File: src/rtl/pipe_idexe_issue.sv
// pipe_idexe_issue: ID->EXE issue stage.
// Registers decoded ID control/operands into the E stage. Resolves RAW hazards
// (by E/M/W forwarding plus a load-use interlock), drives stall back to IF/ID,
// turns stalled or flushed instructions into bubbles and counts stall cycles.
// Optional feature macro: FORWARD_EN. Without it, no operands are forwarded and
// any E/M hazard stalls instead (W is covered by write-before-read in the regfile).
module pipe_idexe_issue #(
    parameter int CNT_W = 16
) (
    input  logic             clock,
    input  logic             reset,
    input  logic [31:0]      dpc4,
    input  logic [31:0]      dqa,
    input  logic [31:0]      dqb,
    input  logic [31:0]      dimm,
    input  logic [4:0]       drs,
    input  logic [4:0]       drt,
    input  logic [4:0]       drn0,
    input  logic [3:0]       daluc,
    input  logic             daluimm,
    input  logic             dshift,
    input  logic             djal,
    input  logic             dwreg,
    input  logic             dm2reg,
    input  logic             dwmem,
    input  logic             duse_rs,
    input  logic             duse_rt,
    input  logic             flush,
    input  logic [31:0]      ealu,
    input  logic [4:0]       mrn,
    input  logic             mwreg,
    input  logic             mm2reg,
    input  logic [31:0]      malu,
    input  logic [31:0]      mmo,
    input  logic [4:0]       wrn,
    input  logic             wwreg,
    input  logic [31:0]      wdi,
    output logic [3:0]       ealuc,
    output logic             ealuimm,
    output logic             eshift,
    output logic             ejal,
    output logic             ewreg,
    output logic             em2reg,
    output logic             ewmem,
    output logic [31:0]      ea,
    output logic [31:0]      eb,
    output logic [31:0]      eimm,
    output logic [31:0]      epc4,
    output logic [4:0]       ern0,
    output logic             stall,
    output logic [CNT_W-1:0] stall_cnt
);

    typedef struct packed {
        logic [3:0]  aluc;
        logic        aluimm;
        logic        shift;
        logic        jal;
        logic        wreg;
        logic        m2reg;
        logic        wmem;
        logic [31:0] a;
        logic [31:0] b;
        logic [31:0] imm;
        logic [31:0] pc4;
        logic [4:0]  rn0;
    } e_stage_t;

    e_stage_t        e_q, e_d;
    logic [CNT_W-1:0] cnt_q, cnt_d;
    logic [4:0]      ern;
    logic            e_rs, e_rt, m_rs, m_rt;
    logic            hazard, bubble;
    logic [31:0]     fwd_a, fwd_b;

    // A producer matches a source only if it writes, targets a non-zero
    // register and the consumer actually reads that source.
    function automatic logic hit(input logic wr, input logic [4:0] rn,
                                 input logic [4:0] src, input logic used);
        return wr && (rn != 5'd0) && (rn == src) && used;
    endfunction

    // jal writes r31 regardless of the decoded destination
    assign ern  = e_q.rn0 | {5{e_q.jal}};
    assign e_rs = hit(e_q.wreg, ern, drs, duse_rs);
    assign e_rt = hit(e_q.wreg, ern, drt, duse_rt);
    assign m_rs = hit(mwreg, mrn, drs, duse_rs);
    assign m_rt = hit(mwreg, mrn, drt, duse_rt);

`ifdef FORWARD_EN
    logic        w_rs, w_rt;
    logic [31:0] m_val;

    assign w_rs  = hit(wwreg, wrn, drs, duse_rs);
    assign w_rt  = hit(wwreg, wrn, drt, duse_rt);
    assign m_val = mm2reg ? mmo : malu;

    // Only a load sitting in E cannot be forwarded in time
    assign hazard = (e_rs | e_rt) & e_q.m2reg;

    // Youngest producer wins; a load in E is never the forward source
    always_comb begin
        fwd_a = dqa;
        if (e_rs && !e_q.m2reg) fwd_a = ealu;
        else if (m_rs)          fwd_a = m_val;
        else if (w_rs)          fwd_a = wdi;
        fwd_b = dqb;
        if (e_rt && !e_q.m2reg) fwd_b = ealu;
        else if (m_rt)          fwd_b = m_val;
        else if (w_rt)          fwd_b = wdi;
    end
`else
    // Forwarding sources are idle in this build
    logic unused_fwd;
    assign unused_fwd = ^{ealu, malu, mmo, mm2reg, wrn, wwreg, wdi};

    // Wait out every in-flight E/M producer; W writes the regfile first
    assign hazard = e_rs | e_rt | m_rs | m_rt;
    assign fwd_a  = dqa;
    assign fwd_b  = dqb;
`endif

    // flush wins over stall, and nothing stalls while in reset
    assign stall  = ~reset & ~flush & hazard;
    assign bubble = stall | flush;

    // Next E contents: decoded instruction, or an all-zero bubble
    always_comb begin
        e_d = '0;
        if (!bubble) begin
            e_d.aluc   = daluc;
            e_d.aluimm = daluimm;
            e_d.shift  = dshift;
            e_d.jal    = djal;
            e_d.wreg   = dwreg;
            e_d.m2reg  = dm2reg;
            e_d.wmem   = dwmem;
            e_d.a      = fwd_a;
            e_d.b      = fwd_b;     // store data even for immediate ops
            e_d.imm    = dimm;
            e_d.pc4    = dpc4;
            e_d.rn0    = drn0;
        end
        cnt_d = cnt_q;
        if (stall && (cnt_q != {CNT_W{1'b1}})) cnt_d = cnt_q + CNT_W'(1);
    end

    // E-stage and stall counter registers, synchronous reset
    always_ff @(posedge clock) begin
        if (reset) begin
            e_q   <= '0;
            cnt_q <= '0;
        end else begin
            e_q   <= e_d;
            cnt_q <= cnt_d;
        end
    end

    assign ealuc     = e_q.aluc;
    assign ealuimm   = e_q.aluimm;
    assign eshift    = e_q.shift;
    assign ejal      = e_q.jal;
    assign ewreg     = e_q.wreg;
    assign em2reg    = e_q.m2reg;
    assign ewmem     = e_q.wmem;
    assign ea        = e_q.a;
    assign eb        = e_q.b;
    assign eimm      = e_q.imm;
    assign epc4      = e_q.pc4;
    assign ern0      = e_q.rn0;
    assign stall_cnt = cnt_q;

endmodule
File: config.mk
export PLATFORM = sky130hd
export DESIGN_NAME = pipe_idexe_issue
export DESIGN_NICKNAME = d
export VERILOG_FILES = /design/src/rtl/pipe_idexe_issue.sv
export SDC_FILE = /design/constraint.sdc
export NUM_CORES = 1
export LEC_CHECK = 0
export CAP_MARGIN = 15
export CORE_AREA = 5 5 177 179
export DETAILED_ROUTE_END_ITERATION = 8
export DIE_AREA = 0 0 182 184
export DONT_BUFFER_PORTS = 1
export GPL_TIMING_DRIVEN = 0
export SYNTH_ARGS = -nofsm -noshare
export SYNTH_HDL_FRONTEND = slang
export SYNTH_SLANG_ARGS = --single-unit
File: constraint.sdc
create_clock -name clock -period 2.5 [get_ports clock]
set_input_delay 0.375 -clock clock [delete_from_list [all_inputs] [get_ports clock]]
set_output_delay 0.375 -clock clock [all_outputs]
set_load 0.005 [all_outputs]
==> metrics.md, run 1 <==
| Metric | Value |
|---|---|
| Io pins | 459 |
| Final #Nets | 825 |
| Slew Limit Headroom | 0.622 |
| CP Capture Type | output pin |
| Max Fclk | 363 MHz |
| Synthesis Warnings | 0 |
| Sinks on Clock Net | 159 |
| GRT Total Usage | 0.101 |
| Final core occ | 0.246 |
| Synth area leaders | dfxtp_1, and2_1, buf_6, xnor2_1, a21oi_1 |
| CP startpoint | ern0[3] |
| RSZ-0062 raised after global routing | true |
| Fin. Hold Viols | 0 |
| Post-DP HPWL | 12.7 mm |
| Max Slew Vio Count | 0 |
| PortBufs | 0 |
| Critical Path AT | 2.38 ns |
| Post-Synthesis Cell Area | 5150 sq um |
| Synth-to-Final Area Change | 40.3% |
| First-pass GRT wire length | 24.5 mm |
| Final Non-Filler Cells | 933 |
| Worst-margin pin slew | 0.567 ns |
| Share of layout cells above drive strength 1 | 0.255 |
| Die H | 184 microns |
| Clock Tree Buf Depth | 2 |
| Max FO, Critical Path | 3 |
| Final setup vio count | 105 |
| Failing checks | negative setup slack |
| Initial core utilization | 0.175 |
| Async S/R FF share, synth | 0 |
| Pwr dens | 780 nW/um^2 |
| Storage cell area | 3190 sq um |
| WL per Instance | 19.2 microns |
| Initial DRC count | 151 |
| Status | finished with violations |
| Number of synthesized register bits | 159 |
| GR Overflow Total | 0 |
| Total Power | 5.63 mW |
| Dpl cells | 857 |
| Final worst slack | -0.258 ns |
| Maximum VDD drop | 0.000393 V |
| CTS Buf Count | 17 |
| Post-synthesis cell count | 467 |
| Synth cell count leaders | dfxtp_1, and2_1, a21oi_1 |
| Crit Path Category | register to output pin |
| Vias in the first global route | 3716 |
| WL final | 17.9 mm |
| Min-delay src | dqb[27] |
| Via count | 3590 |
| Die area | 33500 sq um |
| Total negative slack | -5.95 ns |
| Reg-to-reg startpoint | ern0[3] |
| Post-synth top area cell | dfxtp_1 |
| Min cycle time layout | 2.76 ns |
| Count leader, synth | dfxtp_1 |
| HP Class | primary input to register |
| CP required | 2.12 ns |
| Final period util | 1.10 |
| Largest net degree at the start of global routing | 17 |
| Mapped Nets | 767 |
| Initial antenna violation count | 5 |
| First-pass DRT Iterations | 4 |
| Worst Skew | 0.00808 ns |
| Clock-pin slew on the worst setup and hold paths | 0.06 ns |
| Worst-Skew Late Latency | 0.42 ns |
| Htree depth | 4 |
| Chip width | 182 microns |
| Multi-input logic area | 1910 sq um |
| Root Buffer | clkbuf_16 |
| DRC | 0 |
| Syn_area_per_cell | 11.0 sq um |
| Vias/cell | 3.85 |
| Top FF cell, synth | dfxtp_1 |
| Synth top area share | 0.618 |
| Placement Rows | 63 |
| Hold-fix buffers at CTS | 0 |
| Post-route ant nets | 0 |
| Leak Pwr | 2.79 nW |
| Number of synthesized flops with an enable pin | 0 |
| Post-synth cell types | 38 |
| Gpl congestion | 0.787 |
| CTS tree | built |
| Post-synthesis sequential area ratio | 0.618 |
| Fill cell count | 3092 |
| Startpoint Class | register |
| Core area | 29400 sq um |
| Max-cap violations | 0 |
-- critical path: stages, from the launching register on --
cell     delay (ns)
dfxtp_2        0.33
buf_6          0.11
or4_4          0.47
o31a_1         0.29
and3_4         0.18
a32oi_2        0.21
a21o_1         0.20
buf_6          0.13
inv_6          0.04
-- registers in the layout, indices dropped and copies added (netlist names), 4 cells and up --
name and count:
epc4 32, eb 32, ern0 5, eimm 32, ealuc 4, stall_cnt 16, ea 32
-- path summary, 6_finish.rpt --
check,to,slack [ns],depth (start not counted)
worst max-delay path,stall,-0.26,8
worst max register to register,eimm[30],-0.15,14
worst min-delay path,eb[27],0.07,1
worst min register to register,stall_cnt[14],0.53,2
-- through the flow --
step           instance area [sq um]  worst slack, ns  hold WS, ns
2_1_floorplan                   5150            0.233        0.471
3_3_place_gp                    5640           -0.683        0.497
3_5_place_dp                    5640           -0.727        0.500
4_1_cts                         7080           -0.363       0.0380
5_1_grt                         7220           -0.386       0.0379
6_report                        7220           -0.258       0.0730
-- repair_timing --
item | 4_1_cts | 5_1_grt
gates cloned | 13 | 1
setup buffers | 23 | 4
gates resized for setup | 90 | 24
setup endpoints to repair | 154 | 160
pin swaps | 50 | 19
-- cell type report --
cell class	count	share of cell area
Sequential cell	159	0.442
Multi-Input combinational cell	279	0.264
Timing Repair Buffer	39	0.0932
Tap cell	390	0.0676
Clock buffer	20	0.0632
Buffer	26	0.0497
Clock inverter	12	0.0166
Inverter	3	0.00225
Antenna cell	5	0.00173
-- where the power goes --
group          internal (mW)  leakage, nW  total, mW  switching (mW)
clock network           1.45        0.285       2.56            1.11
registers               2.63         1.30       2.70          0.0659
logic                  0.235         1.20      0.368           0.133
-- placed cells by master (no fill, tap or decap), types with 9 or more instances in the layout --
cell       count
o31ai_1        9
and2_4        21
clkbuf_16     22
xnor2_1       12
a21oi_1       12
dfxtp_1      155
buf_12        12
buf_16         9
nand3_1       10
buf_8         10
and2_1       123
nand2_1       10
buf_6         11
-- kinds of logic after synthesis --
| group | synth area share |
|---|---|
| flops | 0.618 |
| mux | 0.00219 |
| compound gates | 0.0615 |
| buf+inv | 0.0369 |
| xor+xnor | 0.0272 |
| fa+ha+maj | 0.00243 |
| simple gates | 0.251 |
-- per-layer routing --
| layer | GRT usage | wire, microns | vias up |
|---|---|---|---|
| met5 | 0 | 0 | - |
| met4 | 0.0408 | 380 | 0 |
| met3 | 0.0558 | 1930 | 20 |
| met2 | 0.166 | 8960 | 218 |
| met1 | 0.109 | 6610 | 1681 |
| li1 | - | - | 1671 |
No activity file was read; power rests on OpenSTA's default activity.
==> run 2: changes to the inputs <==
--- a/constraint.sdc
+++ b/constraint.sdc
@@ -3,2 +3,2 @@
 set_output_delay 0.375 -clock clock [all_outputs]
-set_load 0.005 [all_outputs]
+set_load 0.01 [all_outputs]
==> run 2 against run 1 <==
Compared with the run above: the flow still finishes with violations (negative setup slack); worst hold slack better by 0.0022 ns; total power up 0.33%; critical endpoint unchanged; largest cell class unchanged; final cell count down 0.64%; largest power group unchanged.
==> metrics.md, run 2 (synthesis gave the netlist of run 1 again) <==
| Metric | Value |
|---|---|
| Status | finished with violations (unchanged) |
| Failing checks | negative setup slack (unchanged) |
| Pwr dens | 799 nW/um^2 (was 780 nW/um^2) |
| Vias in the first global route | 3680 (was 3716) |
| Final worst slack | -0.366 ns (was -0.258 ns) |
| Final setup vio count | 110 (was 105) |
| Initial DRC count | 99 (was 151) |
| Min Hold Slack | 0.0751 ns (was 0.0730 ns) |
| Core area | 29400 sq um (unchanged) |
| Critical Path AT | 2.49 ns (was 2.38 ns) |
| Post-DP HPWL | 12.7 mm (unchanged) |
| DRC | 0 (unchanged) |
| Htree depth | 4 (unchanged) |
| WL final | 17.4 mm (was 17.9 mm) |
| CTS tree | built (unchanged) |
| Sinks on Clock Net | 159 (unchanged) |
| First-pass DRT Iterations | 4 (unchanged) |
| Placed cell areas | 5640 sq um (unchanged) |
| Chip width | 182 microns (unchanged) |
| Vias/cell | 3.84 (was 3.85) |
| Clock-pin slew on the worst setup and hold paths | 0.06 ns (about the same) |
| Die H | 184 microns (unchanged) |
| Clock Tree Buf Depth | 2 (unchanged) |
| Gpl congestion | 0.787 (unchanged) |
| RSZ-0062 raised after global routing | true (unchanged) |
| Storage cell area | 3190 sq um (unchanged) |
| CTS Buf Count | 17 (unchanged) |
| Synth-to-Final Area Change | 37.4% (was 40.3%) |
| Share of layout cells above drive strength 1 | 0.234 (was 0.255) |
| Initial antenna violation count | 5 (unchanged) |
| Startpoint Class | register (unchanged) |
| Crit Path Category | register to output pin (unchanged) |
| CP required | 2.12 ns (about the same) |
| Max-cap violations | 0 (unchanged) |
| Maximum VDD drop | 0.000391 V (was 0.000393 V) |
| Most frequent cells in the layout | dfxtp_1, and2_1, clkbuf_16 (unchanged) |
| Via count | 3563 (was 3590) |
| Min cycle time layout | 2.87 ns (was 2.76 ns) |
| Fin. Hold Viols | 0 (unchanged) |
| Max FO, Critical Path | 3 (unchanged) |
| PortBufs | 0 (unchanged) |
| Post-route cell area | 7070 sq um (was 7220 sq um) |
| Multi-input logic area | 1880 sq um (was 1910 sq um) |
| Fill cell count | 3107 (was 3092) |
| Hold-fix buffers at CTS | 0 (unchanged) |
| Worst Skew | 0.00729 ns (was 0.00808 ns) |
| First-pass GRT wire length | 23.8 mm (was 24.5 mm) |
| GR Overflow Total | 0 (unchanged) |
| Worst-Skew Late Latency | 0.42 ns (about the same) |
| Final #Nets | 822 (was 825) |
| Placement Rows | 63 (unchanged) |
| Final period util | 1.15 (was 1.10) |
| Largest net degree at the start of global routing | 17 (unchanged) |
| Max Slew Vio Count | 0 (unchanged) |
| Post-route ant nets | 0 (unchanged) |
| Total negative slack | -19.50 ns (was -5.95 ns) |
| HP Class | primary input to register (unchanged) |
| Slew Limit Headroom | 0.656 (was 0.622) |
| Max Fclk | 349 MHz (was 363 MHz) |
| Most common cell after layout, fill and taps aside | dfxtp_1 (unchanged) |
| Leak Pwr | 2.71 nW (was 2.79 nW) |
| Die area | 33500 sq um (unchanged) |
| GRT Total Usage | 0.0977 (was 0.101) |
| WL per Instance | 18.8 microns (was 19.2 microns) |
| Root Buffer | clkbuf_16 (unchanged) |
| Io pins | 459 (unchanged) |
| Worst-margin pin slew | 0.515 ns (was 0.567 ns) |
| CP Capture Type | output pin (unchanged) |
| Initial core utilization | 0.175 (unchanged) |
==> run 2: cell count changes in the layout (fill, tap and decap cells not counted), moves of 2 or more <==
| cell | delta |
|---|---|
| clkbuf_8 | -5 |
| or4_1 | +5 |
| or4_4 | -5 |
| and2_1 | +4 |
| and2_4 | -4 |
| buf_4 | +4 |
| buf_8 | +3 |
| clkbuf_16 | -3 |
| diode_2 | -3 |
| a21oi_1 | +2 |
| a21oi_2 | -2 |
==> run 2: where the power goes <==
part / internal [mW] / leakage, nW / switching (mW) / total [mW]
combinational: 0.219 / 1.12 / 0.132 / 0.351
clock: 1.45 / 0.285 / 1.11 / 2.56
sequential: 2.63 / 1.30 / 0.102 / 2.73
total: 4.30 / 2.71 / 1.35 / 5.65
==> run 2: area by class of cell <==
class / instances / share of cell area
Antenna cell: 2 / 0.000708
Buffer: 26 / 0.0433
Clock buffer: 20 / 0.0646
Clock inverter: 12 / 0.0170
Inverter: 3 / 0.00212
Multi-Input combinational cell: 279 / 0.266
Sequential cell: 159 / 0.451
Tap cell: 390 / 0.0690
Timing Repair Buffer: 36 / 0.0867
==> run 2: final timing paths <==
path / endpoint / from / cells past startpoint / slack [ns]
hold / removal: eb[27] / dqb[27] / 1 / 0.08
setup reg to reg: eb[30] / ern0[3] / 16 / -0.30
hold reg to reg: stall_cnt[14] / stall_cnt[14] / 2 / 0.55
setup / recovery: stall / ern0[3] / 8 / -0.37
==> run 2: per-stage QoR <==
step | total power, mW | util | setup slack [ns] | instances
floorplan | 2.91 | - | 0.189 | 467
global placement | 2.99 | 0.192 | -0.710 | 857
detailed placement | 2.99 | 0.192 | -0.754 | 857
CTS | 5.75 | 0.234 | -0.413 | 919
global route | 5.90 | 0.241 | -0.491 | 927
finish | 5.65 | 0.241 | -0.366 | 927
==> run 2: per-layer routing <==
layer / wire length [microns] / global-route usage / vias up / part of all wire
met5: 13 / 0 / - / 0.00075
met4: 365 / 0.0372 / 2 / 0.021
met3: 1890 / 0.0554 / 22 / 0.11
met2: 8720 / 0.161 / 209 / 0.50
met1: 6460 / 0.104 / 1669 / 0.37
li1: - / - / 1661 / -
==> run 2: what timing repair did <==
action | 4_1_cts | 5_1_grt
setup endpoints to repair | 158 | 160
setup buffers | 21 | 3
gates cloned | 9 | 3
pin swaps | 37 | 7
gates resized for setup | 71 | 39
==> run 2: worst max-delay path, stage by stage, from the launching register on <==
cell        delay, ns
dfxtp_2          0.34
buf_6            0.11
or4_1            0.47
o31a_1           0.29
and3_4           0.19
a32oi_4          0.22
a21o_1           0.20
buf_6            0.13
clkinvlp_4       0.13
==> run 3: changes to the inputs <==
- CORE_AREA: 5 5 177 179 -> 5 5 174 176
- DIE_AREA: 0 0 182 184 -> 0 0 179 181
- clock period: 2.5 -> 2.4 ns (I/O delays scaled with it)
==> run 3 against run 2 <==
Compared with the run above: the flow still finishes with violations (negative setup slack); utilization up 1.6 points; clock skew down 0.00091 ns; setup slack about the same; cell area up 3.3%; wire length about the same; sequential cell count unchanged; global-route usage up 0.45 points; worst hold slack worse by 0.013 ns; first-iteration DRC count up 67%; count of clock-buffer cells in the layout down 2; clock power up 18%; sequential share of layout area down 1.4 points.
==> metrics.md, run 3 (synthesis gave the netlist of run 1 again) <==
| Metric | Value |
|---|---|
| Most common cell after layout, fill and taps aside | dfxtp_1 (unchanged) |
| Post-DP HPWL | 12.3 mm (was 12.7 mm) |
| Largest net degree at the start of global routing | 17 (unchanged) |
| DRC | 0 (unchanged) |
| Total Power | 6.26 mW (was 5.65 mW) |
| Multi-input logic area | 2060 sq um (was 1880 sq um) |
| Min cycle time layout | 2.77 ns |
| Sinks on Clock Net | 159 (unchanged) |
| CP Capture Type | output pin (unchanged) |
| CTS Buf Count | 17 (unchanged) |
| Via count | 3526 (was 3563) |
| Worst Skew | 0.00638 ns (was 0.00729 ns) |
| GRT Total Usage | 0.102 (was 0.0977) |
| Slew Limit Headroom | 0.650 (was 0.656) |
| First-pass GRT wire length | 24.1 mm (was 23.8 mm) |
| Status | finished with violations (unchanged) |
| Leak Pwr | 2.87 nW (was 2.71 nW) |
| Final worst slack | -0.366 ns (about the same) |
| Max Slew Vio Count | 0 (unchanged) |
| HP Class | primary input to register (unchanged) |
| Max Fclk | 362 MHz |
| Chip width | 179 microns (was 182 microns) |
| Vias in the first global route | 3726 (was 3680) |
| Final setup vio count | 95 (was 110) |
| Final #Nets | 824 (was 822) |
| Post-route cell area | 7300 sq um (was 7070 sq um) |
| Initial DRC count | 165 (was 99) |
| Most frequent cells in the layout | dfxtp_1, and2_4, and2_1 (was dfxtp_1, and2_1, clkbuf_16) |
| Pre-CTS setup slack | -0.515 ns (was -0.754 ns) |
| Share of layout cells above drive strength 1 | 0.365 (was 0.234) |
| Final core occ | 0.257 (was 0.241) |
| Die area | 32400 sq um (was 33500 sq um) |
| Ant diodes | 0 (was 2) |
| Post-route ant nets | 0 (unchanged) |
| Worst-margin pin slew | 0.525 ns (was 0.515 ns) |
| Final Non-Filler Cells | 921 (was 927) |
| Fin. Hold Viols | 0 (unchanged) |
| Dpl cells | 851 (was 857) |
| Final period util | 1.15 |
| Storage cell area | 3190 sq um (about the same) |
| Placement Rows | 62 (was 63) |
| CP required | 2.04 ns (was 2.12 ns) |
| Io pins | 459 (unchanged) |
| Fill cell count | 3009 (was 3107) |
| Critical Path AT | 2.41 ns (was 2.49 ns) |
| WL per Instance | 18.9 microns (was 18.8 microns) |
| Total negative slack | -9.91 ns (was -19.50 ns) |
| Busiest grt layer | met2 (unchanged) |
| Gpl congestion | 0.829 (was 0.787) |
| Hold-fix buffers at CTS | 0 (unchanged) |
| Synth-to-Final Area Change | 41.9% (was 37.4%) |
| WL final | 17.4 mm (about the same) |
| Max-cap violations | 0 (unchanged) |
| Htree depth | 4 (unchanged) |
| Root Buffer | clkbuf_16 (unchanged) |
| Crit Path Category | register to output pin (unchanged) |
| Met3 usage | 0.0472 (was 0.0554) |
| Pwr dens | 858 nW/um^2 (was 799 nW/um^2) |
| Initial antenna violation count | 0 (was 5) |
| First-pass DRT Iterations | 4 (unchanged) |
| Core area | 28500 sq um (was 29400 sq um) |
| CTS tree | built (unchanged) |
| GR Layer Usage met1 | 0.110 (was 0.104) |
| Clock Tree Buf Depth | 2 (unchanged) |
| Max FO, Critical Path | 3 (unchanged) |
| Initial core utilization | 0.181 (was 0.175) |
| Die H | 181 microns (was 184 microns) |
| PortBufs | 0 (unchanged) |
| Worst-Skew Late Latency | 0.42 ns (about the same) |
| Placed cell areas | 5630 sq um (was 5640 sq um) |
| Maximum VDD drop | 0.000495 V (was 0.000391 V) |
| GR Overflow Total | 0 (unchanged) |
| Clock-pin slew on the worst setup and hold paths | 0.07 ns (was 0.06 ns) |
| GR Util met2 | 0.172 (was 0.161) |
| Startpoint Class | register (unchanged) |
| RSZ-0062 raised after global routing | true (unchanged) |
| Vias/cell | 3.83 (was 3.84) |
| Failing checks | negative setup slack (unchanged) |
| Min Hold Slack | 0.0625 ns (was 0.0751 ns) |
## run 3: changes by cell type in the layout (fill, tap and decap cells not counted), sizes merged
| cell | before | now |
|---|---|---|
| bufinv | 1 | 4 |
| buf | 56 | 54 |
| clkbuf | 26 | 28 |
| diode | 2 | 0 |
| clkinv | 3 | 2 |
| clkinvlp | 2 | 1 |
| inv | 9 | 10 |
## run 3: layout make-up
type,count,area share
clock buffer,18,0.0601
multi-input combinational,279,0.282
inverter,3,0.00188
sequential,159,0.437
timing repair buffer,42,0.0851
clock inverter,14,0.0301
tap,384,0.0658
buffer,22,0.0384
## run 3: what timing repair did
action / 4_1_cts / 5_1_grt
buffers inserted: 25 / 10
gates resized for setup: 110 / 85
pin swaps: 83 / 62
endpoints found under the setup margin: 160 / 160
gates cloned: 13 / 4
## run 3: final timing paths
| check | from | endpoint | slack (ns) | cells past startpoint |
|---|---|---|---|---|
| worst min register to register | stall_cnt[14] | stall_cnt[14] | 0.56 | 2 |
| worst min-delay path | dimm[12] | eimm[12] | 0.06 | 1 |
| worst max-delay path | ern0[3] | stall | -0.37 | 8 |
| worst max register to register | ern0[3] | stall_cnt[4] | -0.34 | 12 |
## run 3: critical path, cell delays in order (launching register included)
cell	delay (ns)
dfxtp_4	0.36
buf_6	0.11
or4_4	0.47
o31a_1	0.28
and3_4	0.16
a32oi_2	0.21
a21o_1	0.22
buf_6	0.13
inv_4	0.04
## run 3: per-layer routing
layer / vias to the layer above / share of wire
li1: 1662 / -
met4: 0 / 0.022
met2: 191 / 0.51
met3: 17 / 0.095
met5: - / 0
met1: 1656 / 0.37
## run 3: power breakdown
| part | switching [mW] | internal (mW) |
|---|---|---|
| combinational | 0.140 | 0.250 |
| clock | 1.21 | 1.82 |
| sequential | 0.107 | 2.74 |
| total | 1.46 | 4.81 |
